--- src/rtl/cfg_pkg.sv ---
// rtl/cfg_pkg.sv - shared constants, state and register-name types for cfg_spi_bridge
// Purpose: frame geometry, FSM state encoding, config_reg register map and reset image.
// Ports: none (package).
package cfg_pkg;

  localparam int ADDR_W    = 3;
  localparam int DATA_W    = 16;
  localparam int FRAME_LEN = 20;
  localparam int HDR_LEN   = 4;

  typedef enum logic [2:0] {
    ST_IDLE,
    ST_HDR,
    ST_LOAD,
    ST_WDATA,
    ST_RDATA,
    ST_COMMIT,
    ST_DONE
  } state_t;

  typedef enum logic [ADDR_W-1:0] {
    ADC0_REG       = 3'd0,
    ADC1_REG       = 3'd1,
    ADC2_REG       = 3'd2,
    ADC3_REG       = 3'd3,
    ID_REG         = 3'd4,
    GAIN_REG       = 3'd5,
    OFFSET_REG     = 3'd6,
    DIGITAL_CONFIG = 3'd7
  } reg_name_t;

  // Reset image of config_reg, indexed by register address.
  localparam logic [DATA_W-1:0] RESET_VALS [8] = '{
    16'hFFFF, 16'h0000, 16'h0000, 16'h0000,
    16'hABCD, 16'h0000, 16'h0000, 16'h0001
  };

endpackage

--- src/rtl/cfg_spi_bridge_if.sv ---
// rtl/cfg_spi_bridge_if.sv - serial host pins plus config_reg bus of cfg_spi_bridge
// Purpose: bundles the SPI-side pins and the register-side bus.
// Modports: master = bridge (drives miso/miso_oe/write/address/data_in/busy/frame_err),
//           slave  = host + config_reg environment (drives sclk/cs_n/mosi/data_out).
interface cfg_spi_bridge_if;
  import cfg_pkg::*;

  logic              sclk;
  logic              cs_n;
  logic              mosi;
  logic              miso;
  logic              miso_oe;
  logic              write;
  logic [ADDR_W-1:0] address;
  logic [DATA_W-1:0] data_in;
  logic [DATA_W-1:0] data_out;
  logic              busy;
  logic              frame_err;

  modport master (
    input  sclk, cs_n, mosi, data_out,
    output miso, miso_oe, write, address, data_in, busy, frame_err
  );

  modport slave (
    output sclk, cs_n, mosi, data_out,
    input  miso, miso_oe, write, address, data_in, busy, frame_err
  );

endinterface

--- src/rtl/sync_edge.sv ---
// rtl/sync_edge.sv - multi-flop synchronizer with rise/fall detection
// Purpose: brings an asynchronous pin into the clk domain and flags its edges.
// Ports: clk, reset (async high), d (async in), q (synced level), rise/fall (1-clk pulses).
module sync_edge #(
  parameter int STAGES = 2
) (
  input  logic clk,
  input  logic reset,
  input  logic d,
  output logic q,
  output logic rise,
  output logic fall
);

  logic [STAGES-1:0] sync_q, sync_d;
  logic              prev_q, prev_d;

  always_comb begin
    sync_d = {sync_q[STAGES-2:0], d};
    prev_d = sync_q[STAGES-1];
  end

  // Chain resets low: a pin already low at reset release yields no falling edge.
  always_ff @(posedge clk or posedge reset) begin
    if (reset) begin
      sync_q <= '0;
      prev_q <= 1'b0;
    end else begin
      sync_q <= sync_d;
      prev_q <= prev_d;
    end
  end

  assign q    = sync_q[STAGES-1];
  assign rise = q & ~prev_q;
  assign fall = ~q & prev_q;

endmodule

--- src/rtl/cfg_spi_bridge.sv ---
// rtl/cfg_spi_bridge.sv - 20-bit SPI-style frame decoder driving config_reg
// Purpose: oversamples sclk/cs_n/mosi, decodes rw/address/data frames into one-cycle
//          register writes or 16-bit reads shifted out on miso.
// Ports: clk, reset (async high), bus (cfg_spi_bridge_if.master: serial pins + register bus).
module cfg_spi_bridge #(
  parameter int SYNC_STAGES = 2
) (
  input  logic                    clk,
  input  logic                    reset,
  cfg_spi_bridge_if.master        bus
);
  import cfg_pkg::*;

  localparam logic [4:0] HDR_LAST   = 5'(HDR_LEN - 1);
  localparam logic [4:0] FRAME_LAST = 5'(FRAME_LEN - 1);
  localparam logic [4:0] HDR_BITS   = 5'(HDR_LEN);

  logic sclk_rise, sclk_fall, sclk_lvl_unused;
  logic cs_q, cs_rise, cs_fall;

  sync_edge #(.STAGES(SYNC_STAGES)) u_sclk_sync (
    .clk(clk), .reset(reset), .d(bus.sclk),
    .q(sclk_lvl_unused), .rise(sclk_rise), .fall(sclk_fall)
  );

  sync_edge #(.STAGES(SYNC_STAGES)) u_cs_sync (
    .clk(clk), .reset(reset), .d(bus.cs_n),
    .q(cs_q), .rise(cs_rise), .fall(cs_fall)
  );

  // mosi needs no edge detect; same depth keeps it aligned with the synced sclk edges.
  logic [SYNC_STAGES-1:0] mosi_sync_q, mosi_sync_d;
  logic                   mosi_s;
  assign mosi_s = mosi_sync_q[SYNC_STAGES-1];

  state_t            state_q, state_d;
  logic [4:0]        cnt_q, cnt_d;
  logic [ADDR_W-1:0] hdr_q, hdr_d;
  logic [DATA_W-1:0] shift_q, shift_d;
  logic              wait_q, wait_d;
  logic              extra_q, extra_d;
  logic              write_q, write_d;
  logic [ADDR_W-1:0] address_q, address_d;
  logic [DATA_W-1:0] data_in_q, data_in_d;
  logic              miso_q, miso_d;
  logic              miso_oe_q, miso_oe_d;
  logic              busy_q, busy_d;
  logic              frame_err_q, frame_err_d;

  always_comb begin
    state_d     = state_q;
    cnt_d       = cnt_q;
    hdr_d       = hdr_q;
    shift_d     = shift_q;
    wait_d      = wait_q;
    extra_d     = extra_q;
    write_d     = 1'b0;
    address_d   = address_q;
    data_in_d   = data_in_q;
    miso_d      = miso_q;
    miso_oe_d   = miso_oe_q;
    busy_d      = busy_q;
    frame_err_d = 1'b0;
    mosi_sync_d = {mosi_sync_q[SYNC_STAGES-2:0], bus.mosi};

    case (state_q)
      ST_IDLE: if (cs_fall) begin
        state_d = ST_HDR;
        busy_d  = 1'b1;
        cnt_d   = '0;
        extra_d = 1'b0;
      end
      // hdr_q holds only the address; rw is the bit that falls out of its top on the 4th edge.
      ST_HDR: if (sclk_rise) begin
        hdr_d = {hdr_q[ADDR_W-2:0], mosi_s};
        cnt_d = cnt_q + 5'd1;
        if (cnt_q == HDR_LAST) begin
          if (hdr_q[ADDR_W-1]) begin
            state_d = ST_WDATA;
          end else begin
            state_d   = ST_LOAD;
            address_d = {hdr_q[ADDR_W-2:0], mosi_s};
            wait_d    = 1'b0;
          end
        end
      end
      // Two cycles of settle time for config_reg's read path after address changes.
      ST_LOAD: if (wait_q) begin
        shift_d   = {bus.data_out[DATA_W-2:0], 1'b0};
        miso_d    = bus.data_out[DATA_W-1];
        miso_oe_d = 1'b1;
        state_d   = ST_RDATA;
      end else begin
        wait_d = 1'b1;
      end
      ST_WDATA: if (sclk_rise) begin
        shift_d = {shift_q[DATA_W-2:0], mosi_s};
        cnt_d   = cnt_q + 5'd1;
        if (cnt_q == FRAME_LAST) begin
          state_d   = ST_COMMIT;
          write_d   = 1'b1;
          address_d = hdr_q;
          data_in_d = {shift_q[DATA_W-2:0], mosi_s};
        end
      end
      // The falling edge right after the last header bit arrives here too; bit 15 is
      // already on miso, so shifting starts with the fall following the 5th rise.
      ST_RDATA: begin
        if (sclk_fall && cnt_q > HDR_BITS) begin
          miso_d  = shift_q[DATA_W-1];
          shift_d = {shift_q[DATA_W-2:0], 1'b0};
        end
        if (sclk_rise) begin
          cnt_d = cnt_q + 5'd1;
          if (cnt_q == FRAME_LAST) state_d = ST_DONE;
        end
      end
      ST_COMMIT: state_d = ST_DONE;
      ST_DONE: begin
        if (sclk_rise) extra_d = 1'b1;
        if (cs_q) begin
          state_d     = ST_IDLE;
          busy_d      = 1'b0;
          miso_oe_d   = 1'b0;
          miso_d      = 1'b0;
          frame_err_d = extra_q;
        end
      end
      default: state_d = ST_IDLE;
    endcase

    // Short frame: drop everything, including a header address picked up this cycle.
    if (cs_rise && (state_q == ST_HDR || state_q == ST_LOAD ||
                    state_q == ST_WDATA || state_q == ST_RDATA)) begin
      state_d     = ST_IDLE;
      busy_d      = 1'b0;
      miso_oe_d   = 1'b0;
      miso_d      = 1'b0;
      frame_err_d = 1'b1;
      write_d     = 1'b0;
      address_d   = address_q;
      data_in_d   = data_in_q;
    end
  end

  always_ff @(posedge clk or posedge reset) begin
    if (reset) begin
      state_q     <= ST_IDLE;
      cnt_q       <= '0;
      hdr_q       <= '0;
      shift_q     <= '0;
      wait_q      <= 1'b0;
      extra_q     <= 1'b0;
      write_q     <= 1'b0;
      address_q   <= '0;
      data_in_q   <= '0;
      miso_q      <= 1'b0;
      miso_oe_q   <= 1'b0;
      busy_q      <= 1'b0;
      frame_err_q <= 1'b0;
      mosi_sync_q <= '0;
    end else begin
      state_q     <= state_d;
      cnt_q       <= cnt_d;
      hdr_q       <= hdr_d;
      shift_q     <= shift_d;
      wait_q      <= wait_d;
      extra_q     <= extra_d;
      write_q     <= write_d;
      address_q   <= address_d;
      data_in_q   <= data_in_d;
      miso_q      <= miso_d;
      miso_oe_q   <= miso_oe_d;
      busy_q      <= busy_d;
      frame_err_q <= frame_err_d;
      mosi_sync_q <= mosi_sync_d;
    end
  end

  assign bus.write     = write_q;
  assign bus.address   = address_q;
  assign bus.data_in   = data_in_q;
  assign bus.miso      = miso_q;
  assign bus.miso_oe   = miso_oe_q;
  assign bus.busy      = busy_q;
  assign bus.frame_err = frame_err_q;

endmodule
--- src/flat_wrapper.sv ---
// flat-port wrapper written by rule: the top's interface ports become plain ports
module cfg_spi_bridge_flat import cfg_pkg::*;
#(
  parameter int SYNC_STAGES = 2
)
  (clk, reset, bus_sclk, bus_cs_n, bus_mosi, bus_data_out, bus_miso, bus_miso_oe, bus_write, bus_address, bus_data_in, bus_busy, bus_frame_err);
  cfg_spi_bridge_if bus_i ();
  input  logic clk;
  input  logic reset;
  input wire logic [$bits(bus_i.sclk)-1:0] bus_sclk;
  input wire logic [$bits(bus_i.cs_n)-1:0] bus_cs_n;
  input wire logic [$bits(bus_i.mosi)-1:0] bus_mosi;
  input wire logic [$bits(bus_i.data_out)-1:0] bus_data_out;
  output wire logic [$bits(bus_i.miso)-1:0] bus_miso;
  output wire logic [$bits(bus_i.miso_oe)-1:0] bus_miso_oe;
  output wire logic [$bits(bus_i.write)-1:0] bus_write;
  output wire logic [$bits(bus_i.address)-1:0] bus_address;
  output wire logic [$bits(bus_i.data_in)-1:0] bus_data_in;
  output wire logic [$bits(bus_i.busy)-1:0] bus_busy;
  output wire logic [$bits(bus_i.frame_err)-1:0] bus_frame_err;
  assign bus_i.sclk = bus_sclk;
  assign bus_i.cs_n = bus_cs_n;
  assign bus_i.mosi = bus_mosi;
  assign bus_i.data_out = bus_data_out;
  assign bus_miso = bus_i.miso;
  assign bus_miso_oe = bus_i.miso_oe;
  assign bus_write = bus_i.write;
  assign bus_address = bus_i.address;
  assign bus_data_in = bus_i.data_in;
  assign bus_busy = bus_i.busy;
  assign bus_frame_err = bus_i.frame_err;
  cfg_spi_bridge #(.SYNC_STAGES(SYNC_STAGES)) u_core (.clk(clk), .reset(reset), .bus(bus_i));
endmodule
--- config.mk ---
export PLATFORM = sky130hd
export DESIGN_NAME = cfg_spi_bridge_flat
export DESIGN_NICKNAME = d
export VERILOG_FILES = /design/src/rtl/cfg_pkg.sv /design/src/rtl/cfg_spi_bridge_if.sv /design/src/rtl/sync_edge.sv /design/src/rtl/cfg_spi_bridge.sv /design/src/flat_wrapper.sv
export SDC_FILE = /design/constraint.sdc
export NUM_CORES = 1
export LEC_CHECK = 0
export CORE_MARGIN = 2
export CORE_UTILIZATION = 65
export DETAILED_ROUTE_END_ITERATION = 6
export DONT_BUFFER_PORTS = 1
export PLACE_DENSITY = 0.77
export RECOVER_POWER = 100
export SYNTH_ARGS = -nofsm -noshare
export SYNTH_HDL_FRONTEND = slang
export SYNTH_SLANG_ARGS = --single-unit
--- constraint.sdc ---
create_clock -name clk -period 4.17 [get_ports clk]
set_input_delay 1.0425 -clock clk [delete_from_list [all_inputs] [get_ports clk]]
set_output_delay 1.0425 -clock clk [all_outputs]
set_load 0.02 [all_outputs]
==> impl_metrics.sql <==
INSERT INTO impl_metrics (metric_group, metric, value, unit) VALUES
('synth', 'async_reset_ff_frac', '1.00', ''),
('synth', 'yosysUniqueCellTypes', '54', ''),
('cells_and_area', 'n_antenna_cell', '0', ''),
('clock_network', 'tritoncts_clock_tree', 'built', ''),
('critical_path', 'critical_path_class', 'flop to flop', ''),
('sta', 'final-setup-viol-count', '0', ''),
('synth', 'seq_area_frac_synth', '0.486', ''),
('outcome', 'failed_checks', 'capacitance limit, slew limit', ''),
('critical_path', 'worst-endpoint-required', '4.38', 'ns'),
('synth', 'post-synth-top-area-cell', 'dfrtp_1', ''),
('sta', 'worstMarginPinSlew', '1.58', 'ns'),
('cells_and_area', 'fin_nets', '278', ''),
('synth', 'synth.most_common_cell', 'dfrtp_1', ''),
('clock_network', 'clkSlewWorstSetupHoldPaths', '0.07', 'ns'),
('critical_path', 'reg_to_reg_critical_path_endpoint', 'u_core.shift_q[5]$_DFFE_PP0P_', ''),
('sta', 'rsz0062_at_grt', 'no', ''),
('sta', 'min_period_over_period', '0.725', ''),
('global_routing', 'initial_antenna_violation_count', '0', ''),
('die', 'fp.dieArea', '5400', 'um^2'),
('placement', 'port-buffer-count', '0', ''),
('sta', 'final-hold-violation-count', '0', ''),
('synth', 'synthDominantCellAreaShare', '0.486', ''),
('power_and_ir_drop', 'power.leakage', '1.49', 'nW'),
('sta', 'finClkSkew', '0.00708', 'ns'),
('critical_path', 'reg2reg_setup_slack', '1.15', 'ns'),
('hold_path', 'timing.hold.worst.start', 'u_core.u_sclk_sync.sync_q[0]$_DFF_PP0_', ''),
('critical_path', 'timing.critical_path.arrival', '3.23', 'ns'),
('synth', 'synth_nets', '280', ''),
('drt', 'detail-route-antenna-nets', '0', ''),
('die', 'core_footprint', '4690', 'um^2'),
('synth', 'synth-warning-count', '0', ''),
('sta', 'maxSlewHeadroom', '-0.0597', ''),
('clock_network', 'worstSkewPairLatency', '0.33', 'ns'),
('die', 'total_i_o_pin_count', '45', ''),
('critical_path', 'end_kind', 'flop', ''),
('sta', 'finalWorstPathRequiredPeriod', '3.02', 'ns'),
('drt', 'avgRoutedWirePerCell', '17.5', 'um'),
('synth', 'mean_post_synth_cell_area', '12.3', 'um^2'),
('clock_network', 'postCtsSetupBuffers', '0', ''),
('global_routing', 'largest_net_degree_at_the_start_of_global_routing', '42', ''),
('die', 'die_y', '73.5', 'um'),
('synth', 'synth_cells', '255', ''),
('clock_network', 'clockBufferDepth', '2', ''),
('drt', 'via_per_inst', '6.24', ''),
('global_routing', 'gr-usage-all-layers', '0.217', ''),
('clock_network', 'h-tree-depth', '3', ''),
('sta', 'setup_tns', '0', 'ns'),
('global_routing', 'wire_length_of_the_first_global_routing_pass', '8.86', 'mm'),
('job', 'maxCapViolations', '2', ''),
('critical_path', 'worst_setup_path_end', 'u_core.shift_q[5]$_DFFE_PP0P_', ''),
('drt', 'routed-via-count', '1946', ''),
('global_routing', 'grt_remaining_overflow', '0', ''),
('placement', 'place_ws', '1.55', 'ns'),
('placement', 'dp_hpwl', '3.75', 'mm'),
('sta', 'post_route_setup_slack', '1.15', 'ns'),
('power_and_ir_drop', 'cellPowerDensity', '627', 'nW/um^2'),
('clock_network', 'ctsHoldBuffers', '0', ''),
('critical_path', 'r2r.worst_path.cells', '6', ''),
('synth', 'synthTopCellsByArea', 'dfrtp_1 49%, mux2_2 10%, mux2_1 6.5%', ''),
('critical_path', 'cp_launch_point', 'u_core.cnt_q[0]$_DFFE_PP0P_', ''),
('drt', 'drt-initial-drc-count', '181', ''),
('synth', 'synth_edf_count', '0', ''),
('clock_network', 'cts-resized-gates', '0', ''),
('critical_path', 'reg2reg_from', 'u_core.cnt_q[0]$_DFFE_PP0P_', ''),
('sta', 'report.final.slew_viol_count', '59', ''),
('outcome', 'status', 'finished with violations', ''),
('drt', 'route.final.wire_length', '5.46', 'mm'),
('cells_and_area', 'syn2layout_area_growth', '3.99', '%'),
('drt', 'drt_first_pass_iters', '4', ''),
('critical_path', 'crit_path_max_fanout', '16', ''),
('synth', 'yosys_most_used_dff', 'dfrtp_1', '');
[per-layer routing]
metal	up-vias	wire (um)	global-route usage
met5	-	0	0
met4	0	48	0.0727
met3	9	396	0.0823
met2	57	2460	0.307
met1	961	2550	0.309
li1	919	-	-
[critical path, cell delays in order (launching register included)]
cell and delay [ns]:
dfrtp_1 0.46, inv_1 0.09, ha_1 0.21, and2b_1 0.19
o311ai_0 0.21, o31ai_2 1.29, mux2_2 0.45
[metrics by stage]
step	power, mW	utilization	instances	area, um^2	hold slack, ns
6_report	2.05	0.695	312	3260	0.356
2_1_floorplan	1.48	-	255	3140	0.331
4_1_cts	2.09	0.705	312	3310	0.361
3_3_place_gp	1.56	0.663	296	3110	0.333
3_5_place_dp	1.57	0.663	296	3110	0.338
5_1_grt	2.19	0.695	312	3260	0.363
[placed cells by master, fill, tap and decap left out, types with 2 or more instances in the layout]
cell type   instances
and3b_1             2
nand3_1             4
mux2_4              4
a32oi_1             2
mux2i_1             5
nor3b_1             3
o31ai_1             3
nor2_1             10
a21o_1              2
inv_1               6
o21a_1              3
nand2_1            15
clkbuf_8           10
clkinv_2            2
mux2_1             20
o211ai_1            2
o21ai_0             9
ha_1                4
nor2b_1             9
mux2_2             33
dfrtp_1            61
nand2b_1            3
a21oi_1            10
nor3_1              3
clkinvlp_4          3
[layout make-up]
class | count | area, um^2
clock buffers | 10 | 138
clock inverters | 6 | 62.6
fillers | 365 | 1430
inverters | 7 | 26.3
multi-input cells | 173 | 1440
flip-flops and latches | 61 | 1530
well taps | 54 | 67.6
repair buffers | 1 | 3.75
[sequential cells by signal, indices dropped and copies added (netlist names)]
signal / cells
u_core.bus.miso_oe: 1
u_core.bus.busy: 1
u_core.shift_q: 16
u_core.bus.data_in: 16
u_core.bus.address: 3
u_core.state_q: 3
u_core.hdr_q: 3
u_core.u_sclk_sync.sync_q: 2
u_core.extra_q: 1
u_core.bus.frame_err: 1
u_core.mosi_sync_q: 2
u_core.u_cs_sync.sync_q: 2
u_core.bus.miso: 1
u_core.u_sclk_sync.prev_q: 1
u_core.bus.write: 1
u_core.u_cs_sync.prev_q: 1
u_core.wait_q: 1
u_core.cnt_q: 5
[power breakdown]
part / internal, mW / total, mW / leakage, nW / switching [mW]
clock: 0.289 / 0.513 / 0.0943 / 0.223
sequential: 0.731 / 0.928 / 0.788 / 0.197
combinational: 0.327 / 0.607 / 0.607 / 0.279
total: 1.35 / 2.05 / 1.49 / 0.700
[kinds of logic after synthesis]
family | after synthesis | share of synthesized area
xor+xnor | 1 | 0.00279
simple gates | 62 | 0.114
mux | 62 | 0.234
fa+ha+maj | 4 | 0.0159
compound gates | 44 | 0.106
flops | 61 | 0.486
buf+inv | 21 | 0.0415
[worst min path at each step]
stage                                                   to  slack, ns  cells after the start
finish              u_core.u_sclk_sync.sync_q[1]$_DFF_PP0_       0.36                      0
floorplan                  u_core.mosi_sync_q[1]$_DFF_PP0_       0.33                      0
CTS                 u_core.u_sclk_sync.sync_q[1]$_DFF_PP0_       0.36                      0
global placement    u_core.u_sclk_sync.sync_q[1]$_DFF_PP0_       0.33                      0
global route          u_core.u_cs_sync.sync_q[1]$_DFF_PP0_       0.36                      0
detailed placement    u_core.u_cs_sync.sync_q[1]$_DFF_PP0_       0.34                      0
Note: power is estimated with default switching activity, not from simulation.
